===== config.mk =====
export PLATFORM = sky130hd
export DESIGN_NAME = ecc_arbiter_flat
export DESIGN_NICKNAME = d
export VERILOG_FILES = /design/src/rtl/ecc_arbiter_if.sv /design/src/rtl/ecc_arbiter.sv /design/src/flat_wrapper.sv
export SDC_FILE = /design/constraint.sdc
export NUM_CORES = 1
export LEC_CHECK = 0
export ABC_AREA = 1
export BUFFER_PORTS_ARGS = -buffer_cell sky130_fd_sc_hd__buf_2
export CORE_AREA = 5 5 446 448
export DETAILED_ROUTE_END_ITERATION = 8
export DIE_AREA = 0 0 451 453
export GPL_ROUTABILITY_DRIVEN = 0
export PLACE_DENSITY = 0.3
export SLEW_MARGIN = 20
export SYNTH_ARGS = -nofsm -noshare
export SYNTH_HDL_FRONTEND = slang
export SYNTH_SLANG_ARGS = --single-unit

===== constraint.sdc =====
create_clock -name clk -period 1.68 [get_ports clk]
set_input_delay 0 -clock clk [delete_from_list [all_inputs] [get_ports clk]]
set_output_delay 0 -clock clk [all_outputs]
set_load 0.02 [all_outputs]

===== src/rtl/ecc_arbiter_if.sv =====
// Handshake bundle between the two key requesters, the shared ECC
// point-multiplier core and the arbiter that shares it.
interface ecc_arbiter_if #(
  parameter int KW = 163,
  parameter int PW = 164
);
  logic          req0;
  logic          req1;
  logic [KW-1:0] k0;
  logic [KW-1:0] k1;
  logic          gnt0;
  logic          gnt1;
  logic          core_start;
  logic [KW-1:0] core_k;
  logic          core_done;
  logic [PW-1:0] core_x;
  logic [PW-1:0] core_y;
  logic [PW-1:0] res_x;
  logic [PW-1:0] res_y;
  logic          done0;
  logic          done1;
  logic          err;

  modport master (
    output req0, req1, k0, k1,
    output core_done, core_x, core_y,
    input  gnt0, gnt1, core_start, core_k,
    input  res_x, res_y, done0, done1, err
  );

  modport slave (
    input  req0, req1, k0, k1,
    input  core_done, core_x, core_y,
    output gnt0, gnt1, core_start, core_k,
    output res_x, res_y, done0, done1, err
  );
endinterface


===== src/rtl/ecc_arbiter.sv =====
// Round-robin arbiter sharing one ECC point-multiplier core between
// public-key and session-key requesters, with a RUN-cycle timeout.
module ecc_arbiter #(
  parameter int KW      = 163,
  parameter int PW      = 164,
  parameter int TIMEOUT = 4096
) (
  input  logic          clk,
  input  logic          n_rst,
  ecc_arbiter_if.slave  bus
);
  localparam int CW = $clog2(TIMEOUT);
  localparam logic [CW-1:0] CMAX = CW'(TIMEOUT - 1);

  typedef enum logic [1:0] {
    IDLE,
    RUN,
    DONE,
    ABORT
  } state_t;

  state_t        state;
  state_t        nxt;
  logic          last;
  logic          sel;
  logic          pick;
  logic          busy;
  logic [CW-1:0] cnt;
  logic [KW-1:0] k_q;
  logic [PW-1:0] rx;
  logic [PW-1:0] ry;

  // On a tie the requester not served last wins.
  assign pick = (bus.req0 && bus.req1) ? ~last : bus.req1;

  always_comb begin
    nxt = state;
    unique case (state)
      IDLE: begin
        if (bus.req0 || bus.req1) nxt = RUN;
      end
      RUN: begin
        if (bus.core_done)  nxt = DONE;
        else if (cnt == CMAX) nxt = ABORT;
      end
      DONE:  nxt = IDLE;
      ABORT: nxt = IDLE;
    endcase
  end

  always_ff @(posedge clk or negedge n_rst) begin
    if (!n_rst) begin
      state <= IDLE;
      last  <= 1'b1;
      sel   <= 1'b0;
      cnt   <= '0;
      k_q   <= '0;
      rx    <= '0;
      ry    <= '0;
    end else begin
      state <= nxt;
      if (state == IDLE && nxt == RUN) begin
        last <= pick;
        sel  <= pick;
        cnt  <= '0;
        k_q  <= pick ? bus.k1 : bus.k0;
      end
      // Counter stops at CMAX because RUN is left on that cycle.
      if (state == RUN && nxt == RUN) cnt <= cnt + 1'b1;
      if (state == RUN && bus.core_done) begin
        rx <= bus.core_x;
        ry <= bus.core_y;
      end
    end
  end

  assign busy           = (state != IDLE);
  assign bus.gnt0       = busy && !sel;
  assign bus.gnt1       = busy && sel;
  assign bus.core_start = (state == RUN);
  assign bus.core_k     = k_q;
  assign bus.done0      = (state == DONE) && !sel;
  assign bus.done1      = (state == DONE) && sel;
  assign bus.err        = (state == ABORT);
  assign bus.res_x      = rx;
  assign bus.res_y      = ry;
endmodule


===== src/flat_wrapper.sv =====
// flat-port wrapper written by rule: the top's interface ports become plain ports
module ecc_arbiter_flat 
#(
  parameter int KW      = 163,
  parameter int PW      = 164,
  parameter int TIMEOUT = 4096
)
  (clk, n_rst, bus_req0, bus_req1, bus_k0, bus_k1, bus_core_done, bus_core_x, bus_core_y, bus_gnt0, bus_gnt1, bus_core_start, bus_core_k, bus_res_x, bus_res_y, bus_done0, bus_done1, bus_err);
  ecc_arbiter_if #(.KW(KW), .PW(PW)) bus_i ();
  input  logic clk;
  input  logic n_rst;
  input wire logic [$bits(bus_i.req0)-1:0] bus_req0;
  input wire logic [$bits(bus_i.req1)-1:0] bus_req1;
  input wire logic [$bits(bus_i.k0)-1:0] bus_k0;
  input wire logic [$bits(bus_i.k1)-1:0] bus_k1;
  input wire logic [$bits(bus_i.core_done)-1:0] bus_core_done;
  input wire logic [$bits(bus_i.core_x)-1:0] bus_core_x;
  input wire logic [$bits(bus_i.core_y)-1:0] bus_core_y;
  output wire logic [$bits(bus_i.gnt0)-1:0] bus_gnt0;
  output wire logic [$bits(bus_i.gnt1)-1:0] bus_gnt1;
  output wire logic [$bits(bus_i.core_start)-1:0] bus_core_start;
  output wire logic [$bits(bus_i.core_k)-1:0] bus_core_k;
  output wire logic [$bits(bus_i.res_x)-1:0] bus_res_x;
  output wire logic [$bits(bus_i.res_y)-1:0] bus_res_y;
  output wire logic [$bits(bus_i.done0)-1:0] bus_done0;
  output wire logic [$bits(bus_i.done1)-1:0] bus_done1;
  output wire logic [$bits(bus_i.err)-1:0] bus_err;
  assign bus_i.req0 = bus_req0;
  assign bus_i.req1 = bus_req1;
  assign bus_i.k0 = bus_k0;
  assign bus_i.k1 = bus_k1;
  assign bus_i.core_done = bus_core_done;
  assign bus_i.core_x = bus_core_x;
  assign bus_i.core_y = bus_core_y;
  assign bus_gnt0 = bus_i.gnt0;
  assign bus_gnt1 = bus_i.gnt1;
  assign bus_core_start = bus_i.core_start;
  assign bus_core_k = bus_i.core_k;
  assign bus_res_x = bus_i.res_x;
  assign bus_res_y = bus_i.res_y;
  assign bus_done0 = bus_i.done0;
  assign bus_done1 = bus_i.done1;
  assign bus_err = bus_i.err;
  ecc_arbiter #(.KW(KW), .PW(PW), .TIMEOUT(TIMEOUT)) u_core (.clk(clk), .n_rst(n_rst), .bus(bus_i));
endmodule

======== Yosys cells after proc, flatten, opt, wreduce, memory -nomap -nowiden ========
Cells that the tools add are included.
operators by class
  multiplexer cells ....................... 8
  bitwise logic cells ..................... 1
  equality and inequality tests ........... 5
  reductions and logical operators ........ 14
  add/subtract/negate cells ............... 1
operator list
  cell                                                              count
  163-bit 2-to-1 mux                                                1
  12-bit 2-to-1 mux                                                 2
  12-bit by 1-bit adder with 12-bit output (second input constant)  1
  12-bit == test (second input constant)                            1
  1-bit logical AND                                                 8
  2-bit 2-to-1 mux                                                  3
  2-bit one-hot mux with 3 select lines                             1
  2-bit by 1-bit == test with 1-bit output (second input constant)  2
  2-bit == test (second input constant)                             2
  2-bit nonzero test                                                2
  2-bit logical NOT                                                 1
  2-bit OR reduction                                                1
  1-bit logical NOT                                                 1
  1-bit logical OR                                                  1
  1-bit 2-to-1 mux                                                  1
  1-bit NOT                                                         1
word-level totals
  output and inout bits ................... 497
  register bits ........................... 507

======== Longest topological paths before layout ========
Gate-level depths: netlist (run 1).
  word-level depth ........................ 8
  mapped depth ............................ 10
  mapped depth without buffers ............ 9

======== Worst setup path before layout (run 1) ========
Ideal clock, no wire load.
  kind .................................... flip-flop to flip-flop
  from .................................... register u_core.cnt[0]
  to ...................................... register u_core.cnt[10]
  setup time .............................. 117 ps
  stages on the path, launching flop included .. 11
  clock period less this slack ............ 1428 ps
  buffers on the path ..................... 1
  slack ................................... 252 ps
  arrival ................................. 1312 ps
  cells stage by stage .................... dfrtp_1 > ha_1 > nand3_1 > inv_1 > nand2_1 > inv_1 > nand2_1 > nand3_2 > buf_6 > nand2_1 > nand2_1
between the ends
  longest elaborated chain between the ends .. 7
  elaborated cells between the ends (all ways) .. 10
  those cells by class .................... add/sub (1); eq/ne (2); mux (4); reduce/logical (3)
RTL lines
  what                                                            RTL line                              source
  start, declared                                                 ecc_arbiter.sv:28                     logic [CW-1:0] cnt;
  start signal, assigned                                          ecc_arbiter.sv:69                     if (state == RUN && nxt == RUN) cnt <= cnt + 1'b1;
  12-bit == test                                                  ecc_arbiter.sv:44                     else if (cnt == CMAX) nxt = ABORT;
  2-bit 2-to-1 mux                                                ecc_arbiter.sv:44
  2-bit 2-to-1 mux                                                ecc_arbiter.sv:43                     if (bus.core_done) nxt = DONE;
  2-bit one-hot mux with 3 select lines                           ecc_arbiter.sv:38                     unique case (state)
  2-bit by 1-bit == test with 1-bit output                        ecc_arbiter.sv:62, ecc_arbiter.sv:69
  1-bit logical AND, on equally long branches                     ecc_arbiter.sv:69, ecc_arbiter.sv:62
  12-bit 2-to-1 mux / 2-bit nonzero test (equally long branches)  --
Several ways; a longest one is shown, not always the timed one.
A chain may end at the register's enable or synchronous reset.

======== Worst setup path in the final report (run 1) ========
  from .................................... register u_core.state[1]
  to ...................................... register u_core.state[0]
between the ends
  longest elaborated chain between the ends .. 3
  elaborated cells between the ends (all ways) .. 6
  those cells by class .................... eq/ne (3); mux (1); reduce/logical (2)
RTL lines
  what                                     RTL line           source
  start, declared                          ecc_arbiter.sv:22  state_t state;
  start signal, assigned                   ecc_arbiter.sv:61  state <= nxt;
  2-bit == test                            ecc_arbiter.sv:38
  2-bit OR reduction (no source line)      --
  2-bit one-hot mux with 3 select lines *  ecc_arbiter.sv:38
  named net u_core.nxt[0]                  ecc_arbiter.sv:23  state_t nxt;
Mark *: on every way through the listed nets, which the timed path passes. The rest lies on a longest branch.

==> flow_summary.json, run 1 <==
{
  "ant_nets": 0,
  "rows": 162,
  "layout-drive-gt1-share": 0.322,
  "start_kind": "register",
  "met1_usage": 0.130,
  "grt_pass1_wl_um": 178000,
  "ys_ff_latch": 507,
  "status": "completed",
  "worst_pin_slew_ns": 0.368,
  "dieArea_mm2": 0.204,
  "maxCapViolCount": 0,
  "hold_viol": 0,
  "area_growth_pct": 94.2,
  "reg2reg_from": "u_core.state[1]",
  "grt_pass1_vias": 25200,
  "drcViolationCount": 0,
  "totalPowerFinal_uw": 68400,
  "routed_via_density": 3.40,
  "hold_class": "input pin to asynchronous set/reset pin",
  "required_ns": 2.28,
  "grt_start_max_net_pins": 61,
  "first_pass_iters": 6,
  "r2r_end": "u_core.state[0]",
  "final_common_cell": "nand2_1",
  "holdWs_ns": 0.0765,
  "finalSetupViolCount": 0,
  "final_cell_mix": "nand2_1, buf_2, dlygate4sd3_1",
  "slew_headroom": 0.755,
  "power_density_mw_per_mm2": 1700,
  "critPathKind": "register to register",
  "cts_made_buffers": 72,
  "dieWidth_um": 451,
  "grt_usage": 0.117,
  "clock.fmax_mhz": 624,
  "postCtsSetupRepairBufs": 0,
  "cts_tree": "yes",
  "core_region_area_mm2": 0.194,
  "critPathArrivalTime_ns": 2.20,
  "routed-via-count": 23700,
  "nNetsFinal": 5030,
  "synthCells": 2420,
  "synth_nets": 3080,
  "ys_seq_area_frac": 0.612,
  "ir_worst_vdd_mv": 0.680,
  "drt_iter0_drc": 1287,
  "pin_count": 1156,
  "initial_core_util": 0.107,
  "worst_setup_path_end_kind": "register",
  "r2r_cells": 5,
  "avgRoutedWirePerCell_um": 18.1,
  "clockRootBuffer": "clkbuf_16",
  "clk_latency_ns": 0.66,
  "portBuffers": 1155,
  "h-tree-depth": 3,
  "synth_cell_type_count": 27,
  "hpwlAfterDp_um": 97500,
  "period_share": 0.954,
  "min_period_ns": 1.60,
  "report.final.slew_viol_count": 0,
  "syn_avg_cell_area_um2": 8.57,
  "use_met3": 0.0375,
  "crit_path_max_fanout": 3,
  "ys_warn_count": 0,
  "path_clk_slew_ns": 0.06,
  "rsz0062_at_grt": "yes",
  "cts.sinks": 507,
  "cts_buffer_depth": 3,
  "antenna_found_initial": 18,
  "grt-busiest-layer": "met2",
  "reg2reg_slack_ns": 0.08,
  "post-route-util": 0.207,
  "die_h_um": 453,
  "gr-total-overflow": 0,
  "p_leak_uw": 0.0203,
  "fin_skew_ns": 0.0251,
  "netlist_area_mm2": 0.0207,
  "grt_use_met2": 0.209,
  "drt-total-wl_um": 126000
}
[per-stage QoR]
step / setup TNS [ns] / cell area (um2) / std cells / setup slack [ns]
4_1_cts: -0.0226 / 40100 / 6963 / -0.0170
5_1_grt: -0.117 / 40300 / 6970 / -0.0484
3_5_place_dp: 0 / 30400 / 6109 / 0.0391
3_3_place_gp: 0 / 30400 / 6109 / 0.0489
6_report: 0 / 40300 / 6972 / 0.0768
2_1_floorplan: 0 / 20700 / 2420 / 0.252
[timing repair]
item | CTS | global route
endpoints found under the setup margin | 5 | 163
gates resized for setup | 11 | 18
pin swaps | 3 | 2
cloned | 0 | 2
hold buffers | 728 | 0
endpoints found under the hold margin | 1012 | 0
[cells by family after synthesis]
family	after synthesis	synth area share
xor+xnor	5	0.00211
simple gates	1572	0.287
fa+ha+maj	1	0.000603
compound gates	167	0.0503
buf+inv	168	0.0482
flops	507	0.612
[layer usage]
layer	wire [um]	vias up	part of all wire
met5	100	-	0.00079
met4	4920	10	0.039
met3	9110	211	0.072
met2	63600	914	0.50
met1	48200	11100	0.38
li1	-	11500	-
[final cells by class]
cell class	instances	area (um2)
clock buffers	115	2250
multi-input cells	1745	7090
inverters	22	119
clock inverters	12	179
flip-flops and latches	507	12700
fillers	21800	154000
repair buffers	2022	14700
well taps	2542	3180
diodes	7	17.5
[cells in the mapped netlist]
| library cell | count | share of area |
|---|---|---|
| a31oi_1 | 163 | 0.049 |
| inv_4 | 1 | 0.00030 |
| xor2_1 | 4 | 0.0017 |
| buf_4 | 64 | 0.023 |
| nand2_4 | 1 | 0.00054 |
| buf_12 | 1 | 0.00097 |
| dfrtp_1 | 506 | 0.61 |
| nor3_1 | 3 | 0.00072 |
| inv_2 | 2 | 0.00036 |
| nand3_2 | 1 | 0.00048 |
| nand2_1 | 1381 | 0.25 |
| o21ai_2 | 1 | 0.00042 |
| nand2_2 | 2 | 0.00060 |
| nor2_2 | 2 | 0.00060 |
| dfstp_2 | 1 | 0.0013 |
| nand4_1 | 1 | 0.00030 |
| nand3_1 | 5 | 0.0012 |
| nand3b_1 | 2 | 0.00072 |
| inv_1 | 19 | 0.0034 |
| ha_1 | 1 | 0.00060 |
| buf_6 | 6 | 0.0033 |
| o21ai_1 | 1 | 0.00024 |
| xnor2_1 | 1 | 0.00042 |
| o21ai_0 | 2 | 0.00048 |
| buf_2 | 52 | 0.013 |
| nor2_1 | 174 | 0.032 |
| clkbuf_1 | 23 | 0.0042 |
[how the worst max path moves through the flow]
stage	startpoint	to	slack, ns	cells after the start
floorplan	u_core.cnt[0]	u_core.cnt[10]	0.25	10
global placement	u_core.state[1]	u_core.bus.res_y[66]	0.05	9
detailed placement	u_core.state[1]	u_core.bus.res_y[66]	0.04	9
CTS	u_core.state[0]	bus_done0	-0.02	3
global route	u_core.state[1]	u_core.bus.core_k[79]	-0.05	7
finish	u_core.state[1]	u_core.state[0]	0.08	5
[critical path: stages, from the launching register on]
cell	delay (ns)
dfrtp_1	0.38
buf_4	0.15
nor2_4	0.13
o21ai_2	0.13
o21ai_1	0.16
dlygate4sd3_1	0.59
[flip-flops by register name, indices dropped and copies added, names as in the netlist]
| register | flops |
|---|---|
| u_core.cnt | 12 |
| u_core.state | 2 |
| u_core.bus.res_y | 164 |
| u_core.bus.res_x | 164 |
| u_core.sel | 1 |
| u_core.bus.core_k | 163 |
| u_core.last | 1 |
[where the power goes]
group          switching [uW]  leakage, uW  internal [uW]
combinational           20300       0.0130          10700
clock                    6310      0.00119           9480
sequential               3580      0.00611          18100
Note: power is estimated with default switching activity, not from simulation.
==> inputs of run 2 (changes only) <==
--- a/config.mk
+++ b/config.mk
@@ -11,7 +11,7 @@
 export DETAILED_ROUTE_END_ITERATION = 8
 export DIE_AREA = 0 0 451 453
 export GPL_ROUTABILITY_DRIVEN = 0
-export PLACE_DENSITY = 0.3
+export PLACE_DENSITY = 0.34
 export SLEW_MARGIN = 20
 export SYNTH_ARGS = -nofsm -noshare
 export SYNTH_HDL_FRONTEND = slang
==> run 2 against run 1 <==
  * Sequential power about the same
  * Combinational power about the same
  * Critical path depth grew 2
  * Via count grew 1.3%
  * Utilization up 0.16 points
  * First-iteration DRC count increased by 3.0%
  * Wire length shrank 0.23%
  * Non-clock buffer count up 55
  * Sequential cell count stayed put
  * Register-to-register slack hardly changed
  * Highest routed layer unchanged
  * Sequential share of layout area shrank 0.23 points
==> flow_summary.json, run 2 (synthesis results as in run 1) <==
{
  "grt_pass1_wl_um": 177000,
  "post-route-util": 0.209,
  "totalPowerFinal_uw": 67900,
  "first_pass_iters": 5,
  "drcViolationCount": 0,
  "grt_pass1_vias": 25500,
  "crit_path_max_fanout": 46,
  "grt-busiest-layer": "met2",
  "pin_count": 1156,
  "h-tree-depth": 3,
  "slew_headroom": 0.624,
  "antenna_found_initial": 12,
  "grt_use_met2": 0.203,
  "maxCapViolCount": 0,
  "met1_usage": 0.139,
  "grt_start_max_net_pins": 55,
  "ant_nets": 0,
  "clk_latency_ns": 0.67,
  "critPathArrivalTime_ns": 2.16,
  "initial_core_util": 0.107,
  "worst_pin_slew_ns": 0.564,
  "portBuffers": 1155,
  "rows": 162,
  "cts_buffer_depth": 3,
  "routed-via-count": 24000,
  "avgRoutedWirePerCell_um": 17.9,
  "hold_path_depth": 4,
  "start_kind": "register",
  "fin_skew_ns": 0.0399,
  "hold_class": "input pin to register",
  "setup_tns_ns": 0,
  "finalSetupViolCount": 0,
  "final_cell_mix": "nand2_1, buf_2, dlygate4sd3_1",
  "final_common_cell": "nand2_1",
  "status": "completed",
  "clock.fmax_mhz": 620,
  "power_density_mw_per_mm2": 1670,
  "cts_made_buffers": 71,
  "area_growth_pct": 95.7,
  "routed_via_density": 3.41,
  "clockRootBuffer": "clkbuf_16",
  "drt_iter0_drc": 1326,
  "drt-total-wl_um": 126000,
  "hold_viol": 0,
  "path_clk_slew_ns": 0.06,
  "worst_setup_path_end_kind": "register",
  "layout-drive-gt1-share": 0.319,
  "ir_worst_vdd_mv": 0.693,
  "p_leak_uw": 0.0204,
  "critPathKind": "register to register",
  "cts_tree": "yes",
  "grt_usage": 0.116,
  "gr-total-overflow": 0,
  "nNetsFinal": 5084,
  "core_region_area_mm2": 0.194,
  "min_period_ns": 1.61,
  "dieWidth_um": 451,
  "rsz0062_at_grt": "yes",
  "dieArea_mm2": 0.204,
  "report.final.slew_viol_count": 0,
  "period_share": 0.961,
  "required_ns": 2.22,
  "r2r_cells": 7,
  "use_met3": 0.0319,
  "cts.sinks": 507,
  "die_h_um": 453,
  "hpwlAfterDp_um": 96200
}
-- run 2: layer usage --
| layer | routed length, um | up-vias |
|---|---|---|
| li1 | - | 11600 |
| met1 | 51000 | 11400 |
| met2 | 62500 | 858 |
| met3 | 8590 | 168 |
| met4 | 3600 | 2 |
| met5 | 13 | - |
-- run 2: final timing paths --
| path | start | to | slack (ns) |
|---|---|---|---|
| hold / removal | bus_core_y[5] | u_core.bus.res_y[5] | 0.1 |
| setup reg to reg | u_core.state[1] | u_core.bus.core_k[54] | 0.07 |
| min in group asynchronous | n_rst | u_core.bus.res_x[85] | 0.30 |
| setup / recovery | u_core.state[1] | u_core.bus.core_k[54] | 0.07 |
| max in group asynchronous | n_rst | u_core.bus.res_x[139] | 0.96 |
| hold reg to reg | u_core.bus.res_y[119] | u_core.bus.res_y[119] | 0.47 |
-- run 2: layout make-up --
class	count	area (um2)
Antenna cell	8	20.0
Clock buffer	97	2000
Sequential cell	507	12700
Inverter	22	110
Fill cell	21700	154000
Clock inverter	26	267
Tap cell	2542	3180
Multi-Input combinational cell	1745	7080
Timing Repair Buffer	2077	15200
-- run 2: power by group --
part	switching, uW	internal [uW]	leakage, uW	total [uW]
sequential	3430	18100	0.00611	21500
clock	6260	8920	0.00111	15200
combinational	20600	10600	0.0132	31200
total	30300	37600	0.0204	67900
-- run 2: metrics by stage --
step | cells | instance area [um2] | setup WS [ns] | hold WS (ns)
final | 7024 | 40600 | 0.0658 | 0.0976
after floorplan | 2420 | 20700 | 0.252 | -0.296
after detailed placement | 6112 | 30300 | 0.0937 | 0.0628
after CTS | 7013 | 40400 | -0.0348 | 0.000125
after global routing | 7022 | 40600 | -0.0691 | 0.0363
after global placement | 6112 | 30300 | 0.00324 | 0.0612
-- run 2: what timing repair did --
action,4_1_cts,5_1_grt
setup buffers,0,1
endpoints found under the hold margin,1013,0
pin swaps,2,0
hold buffers,779,0
gates cloned,0,2
resized for setup,13,14
endpoints found under the setup margin,5,96
-- run 2: critical path, cell delays in order (launching register included) --
cell and delay (ns):
dfrtp_1 0.39, buf_4 0.15, nor2_4 0.11, o21ai_2 0.13
clkinv_8 0.19, buf_16 0.23, nor2_1 0.06, a31oi_1 0.18
